$ cat config.mk
export PLATFORM = sky130hd
export DESIGN_NAME = timer_share_arbiter
export DESIGN_NICKNAME = d
export VERILOG_FILES = /design/src/rtl/timer_share_arbiter.sv
export SDC_FILE = /design/constraint.sdc
export NUM_CORES = 1
export LEC_CHECK = 0
export CORE_MARGIN = 1
export CORE_UTILIZATION = 35
export CTS_BUF_LIST = sky130_fd_sc_hd__clkbuf_16
export DETAILED_ROUTE_END_ITERATION = 10
export PLACE_DENSITY = 0.65
export SETUP_SLACK_MARGIN = 0.02
export SLEW_MARGIN = 10
export SYNTH_ARGS = -nofsm -noshare
export SYNTH_HDL_FRONTEND = slang
export SYNTH_SLANG_ARGS = --single-unit
$ cat constraint.sdc
create_clock -name Clk_In -period 2.36 [get_ports Clk_In]
set_input_delay 0.472 -clock Clk_In [delete_from_list [all_inputs] [get_ports Clk_In]]
set_output_delay 0.472 -clock Clk_In [all_outputs]
set_load 0.02 [all_outputs]
$ cat src/rtl/timer_share_arbiter.sv
// rtl/timer_share_arbiter.sv - round-robin sharing of one one-shot down-count timer
module timer_share_arbiter #(
  parameter int NUM_REQ       = 4,
  parameter int WIDTH         = 4,
  // Must be at least 2: the error pulse is scheduled one cycle ahead of its slot
  parameter int START_TIMEOUT = 4
) (
  input  logic                       Clk_In,
  input  logic                       Reset_In,
  input  logic                       Enable_In,
  input  logic [NUM_REQ-1:0]         Req_Valid_In,
  input  logic [NUM_REQ*WIDTH-1:0]   Req_Preload_In,
  input  logic [NUM_REQ-1:0]         Req_Abort_In,
  output logic [NUM_REQ-1:0]         Grant_Out,
  output logic [NUM_REQ-1:0]         Done_Out,
  output logic                       Error_Out,
  output logic                       Busy_Out,
  output logic                       Start_Timer_Command_Out,
  output logic                       Stop_Timer_Command_Out,
  output logic                       Timer_Periodic_Oneshotb_Mode_Out,
  output logic [WIDTH-1:0]           Preload_Timer_Value_Out,
  input  logic                       Timer_Running_Flag_In,
  input  logic                       Timer_Rollover_Flag_In
);

  localparam int IDX_W = (NUM_REQ > 1) ? $clog2(NUM_REQ) : 1;
  localparam int CNT_W = $clog2(START_TIMEOUT + 1);
  // Error_Out is registered, so it is scheduled in the cycle before the deadline
  localparam logic [CNT_W-1:0] ERR_AT = CNT_W'(START_TIMEOUT - 2);

  typedef enum logic [2:0] {
    S_IDLE,
    S_START,
    S_WAIT_RUN,
    S_RUN,
    S_STOP,
    S_DONE
  } state_t;

  state_t             state;
  logic [IDX_W-1:0]   rr_ptr;
  logic [CNT_W-1:0]   wait_cnt;

  logic [IDX_W-1:0]   pick_idx;
  logic               pick_any;
  logic [NUM_REQ-1:0] pick_onehot;
  logic [WIDTH-1:0]   pick_preload;
  logic               owner_abort;

  // The timer always runs one-shot
  assign Timer_Periodic_Oneshotb_Mode_Out = 1'b0;

  // Only the current owner's abort bit matters; other requesters cannot kill the job
  assign owner_abort = |(Req_Abort_In & Grant_Out);

  // Round-robin pick: scan downward in priority so the nearest requester after rr_ptr wins last
  always_comb begin
    int               cand;
    logic [IDX_W-1:0] cand_idx;
    pick_idx = '0;
    pick_any = 1'b0;
    cand     = 0;
    cand_idx = '0;
    for (int k = NUM_REQ; k >= 1; k--) begin
      cand = int'(rr_ptr) + k;
      if (cand >= NUM_REQ) begin
        cand = cand - NUM_REQ;
      end
      cand_idx = IDX_W'(cand);
      if (Req_Valid_In[cand_idx]) begin
        pick_idx = cand_idx;
        pick_any = 1'b1;
      end
    end
  end

  assign pick_onehot  = {{(NUM_REQ-1){1'b0}}, 1'b1} << pick_idx;
  assign pick_preload = Req_Preload_In[pick_idx*WIDTH +: WIDTH];

  // Job sequencer: grant, start pulse, wait for run/rollover, then done or stop
  always_ff @(posedge Clk_In or posedge Reset_In) begin
    if (Reset_In) begin
      state                   <= S_IDLE;
      rr_ptr                  <= IDX_W'(NUM_REQ - 1);
      wait_cnt                <= '0;
      Grant_Out               <= '0;
      Done_Out                <= '0;
      Error_Out               <= 1'b0;
      Busy_Out                <= 1'b0;
      Start_Timer_Command_Out <= 1'b0;
      Stop_Timer_Command_Out  <= 1'b0;
      Preload_Timer_Value_Out <= '0;
    end else begin
      case (state)
        S_IDLE: begin
          if (Enable_In && pick_any) begin
            Grant_Out               <= pick_onehot;
            Preload_Timer_Value_Out <= pick_preload;
            rr_ptr                  <= pick_idx;
            Start_Timer_Command_Out <= 1'b1;
            Busy_Out                <= 1'b1;
            state                   <= S_START;
          end
        end

        S_START: begin
          Start_Timer_Command_Out <= 1'b0;
          wait_cnt                <= '0;
          state                   <= S_WAIT_RUN;
        end

        S_WAIT_RUN: begin
          if (Error_Out) begin
            // Timeout already declared; flags in this cycle are too late
            Error_Out              <= 1'b0;
            Stop_Timer_Command_Out <= 1'b1;
            state                  <= S_STOP;
          end else if (Timer_Rollover_Flag_In) begin
            // A zero preload may roll over without ever showing running
            Done_Out  <= Grant_Out;
            Grant_Out <= '0;
            state     <= S_DONE;
          end else if (Timer_Running_Flag_In) begin
            state <= S_RUN;
          end else begin
            if (wait_cnt == ERR_AT) begin
              Error_Out <= 1'b1;
            end
            wait_cnt <= wait_cnt + 1'b1;
          end
        end

        S_RUN: begin
          // Rollover beats a same-cycle abort: the job actually finished
          if (Timer_Rollover_Flag_In) begin
            Done_Out  <= Grant_Out;
            Grant_Out <= '0;
            state     <= S_DONE;
          end else if (owner_abort) begin
            Stop_Timer_Command_Out <= 1'b1;
            state                  <= S_STOP;
          end
        end

        S_STOP: begin
          Stop_Timer_Command_Out <= 1'b0;
          Grant_Out              <= '0;
          Busy_Out               <= 1'b0;
          state                  <= S_IDLE;
        end

        S_DONE: begin
          Done_Out <= '0;
          Busy_Out <= 1'b0;
          state    <= S_IDLE;
        end

        default: begin
          Grant_Out               <= '0;
          Done_Out                <= '0;
          Error_Out               <= 1'b0;
          Busy_Out                <= 1'b0;
          Start_Timer_Command_Out <= 1'b0;
          Stop_Timer_Command_Out  <= 1'b0;
          state                   <= S_IDLE;
        end
      endcase
    end
  end

endmodule
==> flow_metrics.env, run 1 <==
export IMPL_synth_compound_area_share_pct=29.32
export IMPL_drc=0
export IMPL_core_area_um2=4029
export IMPL_yosysTopAreaCellShare_pct=37.29
export IMPL_hold_viol=0
export IMPL_dpl_hpwl_um=2779
export IMPL_syn_num_nets=193
export IMPL_cts_buffers=3
export IMPL_ant_nets=0
export IMPL_cts_path_max_buffers=2
export IMPL_pwr_density_cell_nw_per_um2=1111
export IMPL_dr_pass1_iters=6
export IMPL_first_global_vias=1350
export IMPL_path_common_cell="o21ai_0"
export IMPL_grt_pass1_wl_um=5982
export IMPL_viasPerCell=5.328
export IMPL_yosysWarningCount=0
export IMPL_async_flop_share_pct=100.0
export IMPL_rows=23
export IMPL_drive_gt1_share_pct=8.738
export IMPL_worstMarginPinSlew_ps=554.8
export IMPL_crit_required_ps=2530
export IMPL_cts_htree_levels=1
export IMPL_cts_hold_buf=0
export IMPL_worstSetupPathType="in2reg"
export IMPL_drv_cap=0
export IMPL_synthAdderAreaFrac_pct=1.695
export IMPL_cp_end_kind="flop"
export IMPL_root_buffer="clkbuf_16"
export IMPL_cts_resized=0
export IMPL_rsz0062_at_grt="false"
export IMPL_worst_r2r_setup_slack_ps=470
export IMPL_die_y_um=66.95
export IMPL_postCtsSetupBuffers=0
export IMPL_io_pins=46
export IMPL_grt_max_degree=18
export IMPL_critPathBufInv=1
export IMPL_ys_top_cells_by_area="dfrtp_1 (37%), o21ai_0 (5.8%), a211oi_1 (5.6%)"
export IMPL_finalWeightedCongestion=0.8607
export IMPL_post_route_util_pct=50.59
export IMPL_synthToLayoutAreaGrowth_pct=38.05
export IMPL_path_clk_slew_ps=60
export IMPL_whs_path_depth=2
export IMPL_track_usage_pct=17.63
export IMPL_wl_per_cell_um=14.45
export IMPL_fp_dieW_um=66.95
export IMPL_place_inst=252
export IMPL_cp_top_family="compound AO/OA/AOI/OAI gates"
export IMPL_synth_seq_cells=24
export IMPL_cp_depth=6
export IMPL_period_share_pct=87.34
export IMPL_slew_headroom_pct=63.01
export IMPL_die_area_um2=4482
export IMPL_period_needed_ps=2061
export IMPL_leakagePower_nw=0.8489
export IMPL_netlist_area_um2=1476
export IMPL_grt_antenna_before_repair=0
export IMPL_crit_path_top_delay_cell="o41ai_4"
export IMPL_wirelength_um=3698
export IMPL_seq_area_frac_synth_pct=40.85
export IMPL_synth_edff_count=0
export IMPL_fin_skew_ps=6.958
export IMPL_critPathMaxFanout=6
export IMPL_n_fill_cell=367
export IMPL_antenna_cells=0
export IMPL_vias=1364
export IMPL_path_cells="clkdlybuf4s50_1 -> o41ai_4 -> o22ai_1 -> o21ai_0 -> nand2_1 -> o21ai_0"
export IMPL_synthXorXnorAreaFrac_pct=0
export IMPL_drtIter0Drc=47
export IMPL_crit_arrival_ps=2230
export IMPL_cts_sinks=24
export IMPL_setup_tns_ps=0
export IMPL_layout_nets=238
export IMPL_rr_worst_depth=5
export IMPL_synthFlopType="dfrtp_1"
export IMPL_outcome="complete, no violations"
export IMPL_synth_avg_cell_area_um2=9.114
export IMPL_critPathMaxStageDelay_ps=580
export IMPL_overflow=0
export IMPL_start_util_pct=36.65
export IMPL_ys_types=38
export IMPL_io_buffers=44
export IMPL_worst_hold_path_type="reg2reg"
export IMPL_setup_viol_count_final=0
export IMPL_yosys_area_share_simple_pct=17.20
export IMPL_synth_area_mux_share_pct=4.746
export IMPL_synth_area_leader_cell="dfrtp_1"
export IMPL_slew_viol_final=0
export IMPL_fmax_ghz=0.4851
export IMPL_peakVddDrop_mv=0.4680
export IMPL_finalNonFillerCells=256
export IMPL_syn_inst=162
export IMPL_cts_tree="built"
export IMPL_synth_top_family_by_area="compound AO/OA/AOI/OAI gates"
export IMPL_clk_latency_ps=260
export IMPL_critPathLaunchType="input pin"
path summary, 6_finish.rpt:
kind / from / endpoint
worst max-delay path: Req_Valid_In[0] / Grant_Out[0]
worst min-delay path: Stop_Timer_Command_Out / Stop_Timer_Command_Out
worst max register to register: rr_ptr[1] / Preload_Timer_Value_Out[1]
worst min register to register: Stop_Timer_Command_Out / Stop_Timer_Command_Out
max in group asynchronous: Reset_In / state[0]
min in group asynchronous: Reset_In / Grant_Out[3]
state kept, by name, indices dropped and copies added (netlist names):
signal / count
Busy_Out: 1
Done_Out: 4
Error_Out: 1
Grant_Out: 4
Preload_Timer_Value_Out: 4
Start_Timer_Command_Out: 1
Stop_Timer_Command_Out: 1
rr_ptr: 2
state: 3
wait_cnt: 3
logic make-up (layout without fill, tap and decap cells):
group,Yosys count,in the layout
buf+inv,18,62
other cells,1,1
mux,7,7
fa+ha+maj,2,2
compound gates,59,59
flops,24,24
simple gates,51,51
routing by layer:
| metal | vias up | track usage [%] | wire, µm |
|---|---|---|---|
| met3 | 2 | 2.740 | 206 |
| met5 | - | 0 | 0 |
| met4 | 0 | 5.319 | 13 |
| met2 | 42 | 29.42 | 1723 |
| li1 | 674 | - | - |
| met1 | 646 | 23.18 | 1754 |
area by class of cell:
cell class	count	area, µm²	share of cell area, %
Sequential cell	24	603.1	29.59
Multi-Input combinational cell	120	785.8	38.55
Clock inverter	1	3.754	0.1842
Tap cell	50	62.56	3.069
Timing Repair Buffer	48	470.5	23.08
Clock buffer	3	75.07	3.683
Inverter	10	37.54	1.842
metrics by stage:
stage                     setup slack, ps  total power [W]  instance area (µm²)  hold WS, ps
after detailed placement            35.88         0.001907                 1959        477.9
after global routing                146.6         0.002426                 2038        551.7
after CTS                           303.0         0.002281                 2038        491.2
final                               298.7         0.002264                 2038        492.9
after floorplan                     663.5         0.001492                 1476        485.1
after global placement              128.2         0.001869                 1959        477.9
worst register-to-register path: stages, from the launching register on:
cell and delay, ps:
dfstp_2 600, mux2i_1 250, o22ai_2 140, a21o_4 270, a2111oi_0 400, nor4_1 110
cells in the final DEF, fill, tap and decap left out, types with 4 or more instances in the layout:
cell              n
a211oi_1         11
a21oi_1           7
a22oi_1           4
buf_4             4
clkdlybuf4s50_1  44
dfrtp_1          22
inv_1            11
mux2i_1           7
nand2_1          19
nand2b_1          6
nor2_1           13
o21ai_0          17
o31ai_1           4
cells in the mapped netlist (3+ instances only):
cell type	number
nor2b_1	3
nor2_1	13
clkbuf_1	6
nand2b_1	6
nand2_1	19
dfrtp_1	22
a211oi_1	11
o21ai_0	17
inv_1	10
a21oi_1	7
o31ai_1	4
a22oi_1	4
mux2i_1	7
nor3_1	3
where the power goes:
group / switching [W] / leakage [nW] / internal [W]
Sequential: 0.000228 / 0.306 / 0.000580
Combinational: 0.000585 / 0.500 / 0.000509
Clock: 0.000136 / 0.0423 / 0.000226
Total: 0.000948 / 0.849 / 0.00132
Note: power is estimated with default switching activity, not from simulation.
==> run 2, diff against run 1 <==
CAP_MARGIN = 25   (was unset)
clock period = 2.4 ns   (was 2.36 ns; I/O delays follow)
==> flow_metrics.env, run 2 (synthesis results as in run 1) <==
export IMPL_outcome="complete, no violations"
export IMPL_grt_antenna_before_repair=0
export IMPL_cp_end_kind="flop"
export IMPL_io_buffers=44
export IMPL_antenna_cells=0
export IMPL_path_clk_slew_ps=60
export IMPL_use_met1_pct=23.52
export IMPL_die_y_um=66.95
export IMPL_critPathLaunchType="input pin"
export IMPL_post_route_util_pct=51.24
export IMPL_track_usage_pct=17.99
export IMPL_ant_nets=0
export IMPL_period_share_pct=85.97
export IMPL_crit_path_top_delay_cell="o41ai_4"
export IMPL_drtIter0Drc=57
export IMPL_crit_required_ps=2570
export IMPL_fin_skew_ps=2.324
export IMPL_finalWeightedCongestion=0.8302
export IMPL_grt_max_degree=25
export IMPL_slew_viol_final=0
export IMPL_cts_path_max_buffers=2
export IMPL_io_pins=46
export IMPL_fp_dieW_um=66.95
export IMPL_vias=1321
export IMPL_rsz0062_at_grt="false"
export IMPL_start_util_pct=36.65
export IMPL_setup_tns_ps=0
export IMPL_cts_hold_buf=0
export IMPL_rows=23
export IMPL_dr_pass1_iters=4
export IMPL_peakVddDrop_mv=0.5524
export IMPL_synthToLayoutAreaGrowth_pct=39.83
export IMPL_drive_gt1_share_pct=9.223
export IMPL_drc=0
export IMPL_critPathMaxStageDelay_ps=570
export IMPL_hold_viol=0
export IMPL_crit_arrival_ps=2240
export IMPL_setup_viol_count_final=0
export IMPL_overflow=0
export IMPL_clk_latency_ps=260
export IMPL_postCtsSetupBuffers=0
export IMPL_cp_top_family="compound AO/OA/AOI/OAI gates"
export IMPL_cts_htree_levels=1
export IMPL_fmax_ghz=0.4847
export IMPL_viasPerCell=5.160
export IMPL_dpl_hpwl_um=2715
export IMPL_grt_busiest_layer="met2"
export IMPL_wirelength_um=3654
export IMPL_drv_cap=0
export IMPL_path_common_cell="o21ai_0"
export IMPL_layout_nets=238
export IMPL_critPathMaxFanout=6
export IMPL_first_global_vias=1322
export IMPL_core_area_um2=4029
export IMPL_root_buffer="clkbuf_16"
export IMPL_use_met3_pct=3.767
export IMPL_cts_sinks=24
export IMPL_cts_resized=0
export IMPL_cts_tree="built"
export IMPL_worstSetupPathType="in2reg"
export IMPL_critPathBufInv=1
export IMPL_grt_pass1_wl_um=6030
export IMPL_worstMarginPinSlew_ps=536.1
export IMPL_leakagePower_nw=0.8577
export IMPL_cts_buffers=3
export IMPL_layout_commonest_cell="clkdlybuf4s50_1"
export IMPL_slew_headroom_pct=64.26
export IMPL_pwr_density_cell_nw_per_um2=1136
export IMPL_die_area_um2=4482
export IMPL_reg_top3="Done_Out (4), Grant_Out (4), Preload_Timer_Value_Out (4)"
export IMPL_path_cells="clkdlybuf4s50_1 -> o41ai_4 -> o22ai_1 -> o21ai_0 -> nand2_1 -> o21ai_0"
export IMPL_wl_per_cell_um=14.27
export IMPL_period_needed_ps=2063
export IMPL_use_met2_pct=30.18
export IMPL_mostFrequentLayoutCells="clkdlybuf4s50_1 (44), dfrtp_1 (22), nand2_1 (19), o21ai_0 (17), nor2_1 (13)"
export IMPL_worst_hold_path_type="reg2reg"
[run 2: cell count changes in the layout (fill, tap and decap cells not counted)]
cell	change
bufinv_16	+1
inv_1	-1
[run 2: worst min-delay path: cells and delay by family (launching register included)]
| family | cells | cell delay, ps |
|---|---|---|
| AND/OR/NAND/NOR | 1 | 50 |
| AO/OA/AOI/OAI | 1 | 70 |
| flip-flops | 1 | 340 |
[run 2: worst paths after layout]
check,cells after the start,end,start,slack [ps]
setup / recovery,6,Grant_Out[0],Req_Valid_In[0],340
hold / removal,2,Stop_Timer_Command_Out,Stop_Timer_Command_Out,490
setup reg to reg,5,Preload_Timer_Value_Out[1],rr_ptr[1],450
hold reg to reg,2,Stop_Timer_Command_Out,Stop_Timer_Command_Out,490
max in group asynchronous,3,rr_ptr[1],Reset_In,1530
min in group asynchronous,3,Done_Out[0],Reset_In,570
[run 2: cell type report]
cell class | count | area, µm²
fillers | 370 | 1964
multi-input cells | 120 | 785.8
flip-flops and latches | 24 | 603.1
repair buffers | 48 | 470.5
clock buffers | 3 | 75.07
well taps | 50 | 62.56
inverters | 10 | 37.54
clock inverters | 1 | 30.03
[run 2: per-layer routing]
metal	wire [µm]	up-vias
met5	0	-
met4	36	0
met3	210	6
met2	1665	39
met1	1741	604
li1	-	672
[run 2: stage by stage]
step	total power, W	setup WS [ps]	instances	hold WS (ps)	area (µm²)
4_1_cts	0.002359	330.9	256	504.0	2064
3_5_place_dp	0.001876	49.38	252	490.1	1959
5_1_grt	0.002514	129.4	256	533.5	2064
6_report	0.002345	336.7	256	494.3	2064
2_1_floorplan	0.001467	703.5	162	493.1	1476
3_3_place_gp	0.001847	118.6	252	482.1	1959
[run 2: power by group]
part           internal (W)  switching, W
combinational      0.000503      0.000594
sequential         0.000571      0.000204
clock              0.000331      0.000142
==> run 3, diff against run 2 <==
CTS_CLUSTER_SIZE = 10   (was unset)
RECOVER_POWER = 50   (was unset)
==> flow_metrics.env, run 3 (synthesis results as in run 1) <==
export IMPL_multi_input_area_um2=785.8
export IMPL_worstMarginPinSlew_ps=1284
export IMPL_root_buffer="clkbuf_16"
export IMPL_combPwrFrac_pct=46.5
export IMPL_period_needed_ps=2063
export IMPL_p_int_w=0.001392
export IMPL_cts_sinks=24
export IMPL_use_met2_pct=30.18
export IMPL_cts_resized=0
export IMPL_place_area_um2=1959
export IMPL_finalWeightedCongestion=0.8302
export IMPL_layout_commonest_cell="clkdlybuf4s50_1"
export IMPL_setup_viol_count_final=0
export IMPL_outcome="complete, no violations"
export IMPL_power_frac_seq_pct=33.2
export IMPL_crit_arrival_ps=2230
export IMPL_wirelength_um=3638
export IMPL_fp_dieW_um=66.95
export IMPL_worstSetupPathType="in2reg"
export IMPL_vias=1317
export IMPL_drv_cap=0
export IMPL_cts_htree_levels=1
export IMPL_viasPerCell=5.145
export IMPL_p_sw_share_pct=40.28
export IMPL_n_fill_cell=372
export IMPL_fin_skew_ps=1.922
export IMPL_io_buffers=44
export IMPL_drive_gt1_share_pct=8.738
export IMPL_io_pins=46
export IMPL_grt_busiest_layer="met2"
export IMPL_period_share_pct=85.94
export IMPL_cts_path_max_buffers=2
export IMPL_mostFrequentLayoutCells="clkdlybuf4s50_1 (37), dfrtp_1 (22), nand2_1 (19), o21ai_0 (17), nor2_1 (13)"
export IMPL_cts_hold_buf=0
export IMPL_die_area_um2=4482
export IMPL_drtIter0Drc=55
export IMPL_layout_nets=238
export IMPL_crit_required_ps=2570
export IMPL_rr_worst_depth=5
export IMPL_use_met3_pct=3.767
export IMPL_dr_pass1_iters=4
export IMPL_use_met1_pct=23.52
export IMPL_reg_top3="Done_Out (4), Grant_Out (4), Preload_Timer_Value_Out (4)"
export IMPL_cts_tree="built"
export IMPL_leakagePower_nw=0.8639
export IMPL_pwr_density_cell_nw_per_um2=1131
export IMPL_die_y_um=66.95
export IMPL_pwr_share_clk_pct=20.3
export IMPL_cp_end_kind="flop"
export IMPL_slew_viol_final=0
export IMPL_critPathLaunchType="input pin"
export IMPL_peakVddDrop_mv=0.5532
export IMPL_slew_headroom_pct=14.43
export IMPL_track_usage_pct=17.99
export IMPL_clk_latency_ps=260
export IMPL_rows=23
export IMPL_drc=0
export IMPL_fmax_ghz=0.4848
export IMPL_core_area_um2=4029
export IMPL_grt_max_degree=25
export IMPL_path_clk_slew_ps=60
export IMPL_whs_path_depth=2
export IMPL_hold_viol=0
export IMPL_antenna_cells=0
export IMPL_design_area_um2=2061
export IMPL_grt_pass1_wl_um=6030
export IMPL_cts_buffers=3
export IMPL_worst_hold_path_type="reg2reg"
export IMPL_setup_tns_ps=0
export IMPL_postCtsSetupBuffers=0
export IMPL_power_switching_w=0.0009385
export IMPL_ant_nets=0
export IMPL_wl_per_cell_um=14.21
export IMPL_start_util_pct=36.65
export IMPL_rsz0062_at_grt="false"
export IMPL_critPathMaxFanout=6
export IMPL_dpl_hpwl_um=2715
export IMPL_grt_antenna_before_repair=0
export IMPL_first_global_vias=1322
export IMPL_synthToLayoutAreaGrowth_pct=39.58
export IMPL_overflow=0
export IMPL_final_seq_area_um2=603.1
-- run 3: cell count changes in the layout (fill, tap and decap cells not counted), sizes merged --
cell	change
buf	-1
clkdlybuf4s50	-7
dlygate4sd3	+7
clkbuf	+1
-- run 3: layout make-up --
type / count / area share, %
clock inverter: 1 / 1.457
sequential: 24 / 29.27
timing repair buffer: 48 / 22.65
multi-input combinational: 120 / 38.13
clock buffer: 3 / 3.643
tap: 50 / 3.036
inverter: 10 / 1.821
-- run 3: metrics by stage --
stage | setup WS, ps | utilization, % | std cells | total power [W] | hold slack, ps
floorplan | 703.5 | - | 162 | 0.001467 | 493.1
detailed placement | 49.38 | 48.63 | 252 | 0.001876 | 490.1
CTS | 330.9 | 51.24 | 256 | 0.002359 | 504.0
global route | 129.4 | 51.15 | 256 | 0.002499 | 533.5
global placement | 118.6 | 48.63 | 252 | 0.001847 | 482.1
finish | 337.4 | 51.15 | 256 | 0.002330 | 492.7
-- run 3: worst max-delay path, cell delays in order --
cell and delay (ps):
clkdlybuf4s50_1 490, o41ai_4 570, o22ai_1 130, o21ai_0 380
nand2_1 90, o21ai_0 90
-- run 3: worst paths after layout --
check                                  startpoint                    endpoint  slack, ps
max in group asynchronous                Reset_In                 wait_cnt[1]        560
max                               Req_Valid_In[0]                Grant_Out[0]        340
min in group asynchronous                Reset_In                 Done_Out[0]       1080
min                        Stop_Timer_Command_Out      Stop_Timer_Command_Out        490
min reg2reg                Stop_Timer_Command_Out      Stop_Timer_Command_Out        490
max reg2reg                             rr_ptr[1]  Preload_Timer_Value_Out[1]        450
-- run 3: metal layers --
metal	vias to the layer above	part of all wire, %
li1	672	-
met1	601	48
met2	38	45
met3	6	5.6
met4	0	0.99
met5	-	0
-- run 3: power by group through the flow --
stage               registers [W]  clock network [W]  logic [W]
floorplan                0.000816                  0   0.000651
global placement         0.000768                  0    0.00108
detailed placement       0.000778                  0    0.00110
CTS                      0.000773           0.000482    0.00110
global route             0.000792           0.000506    0.00120
finish                   0.000773           0.000473    0.00108
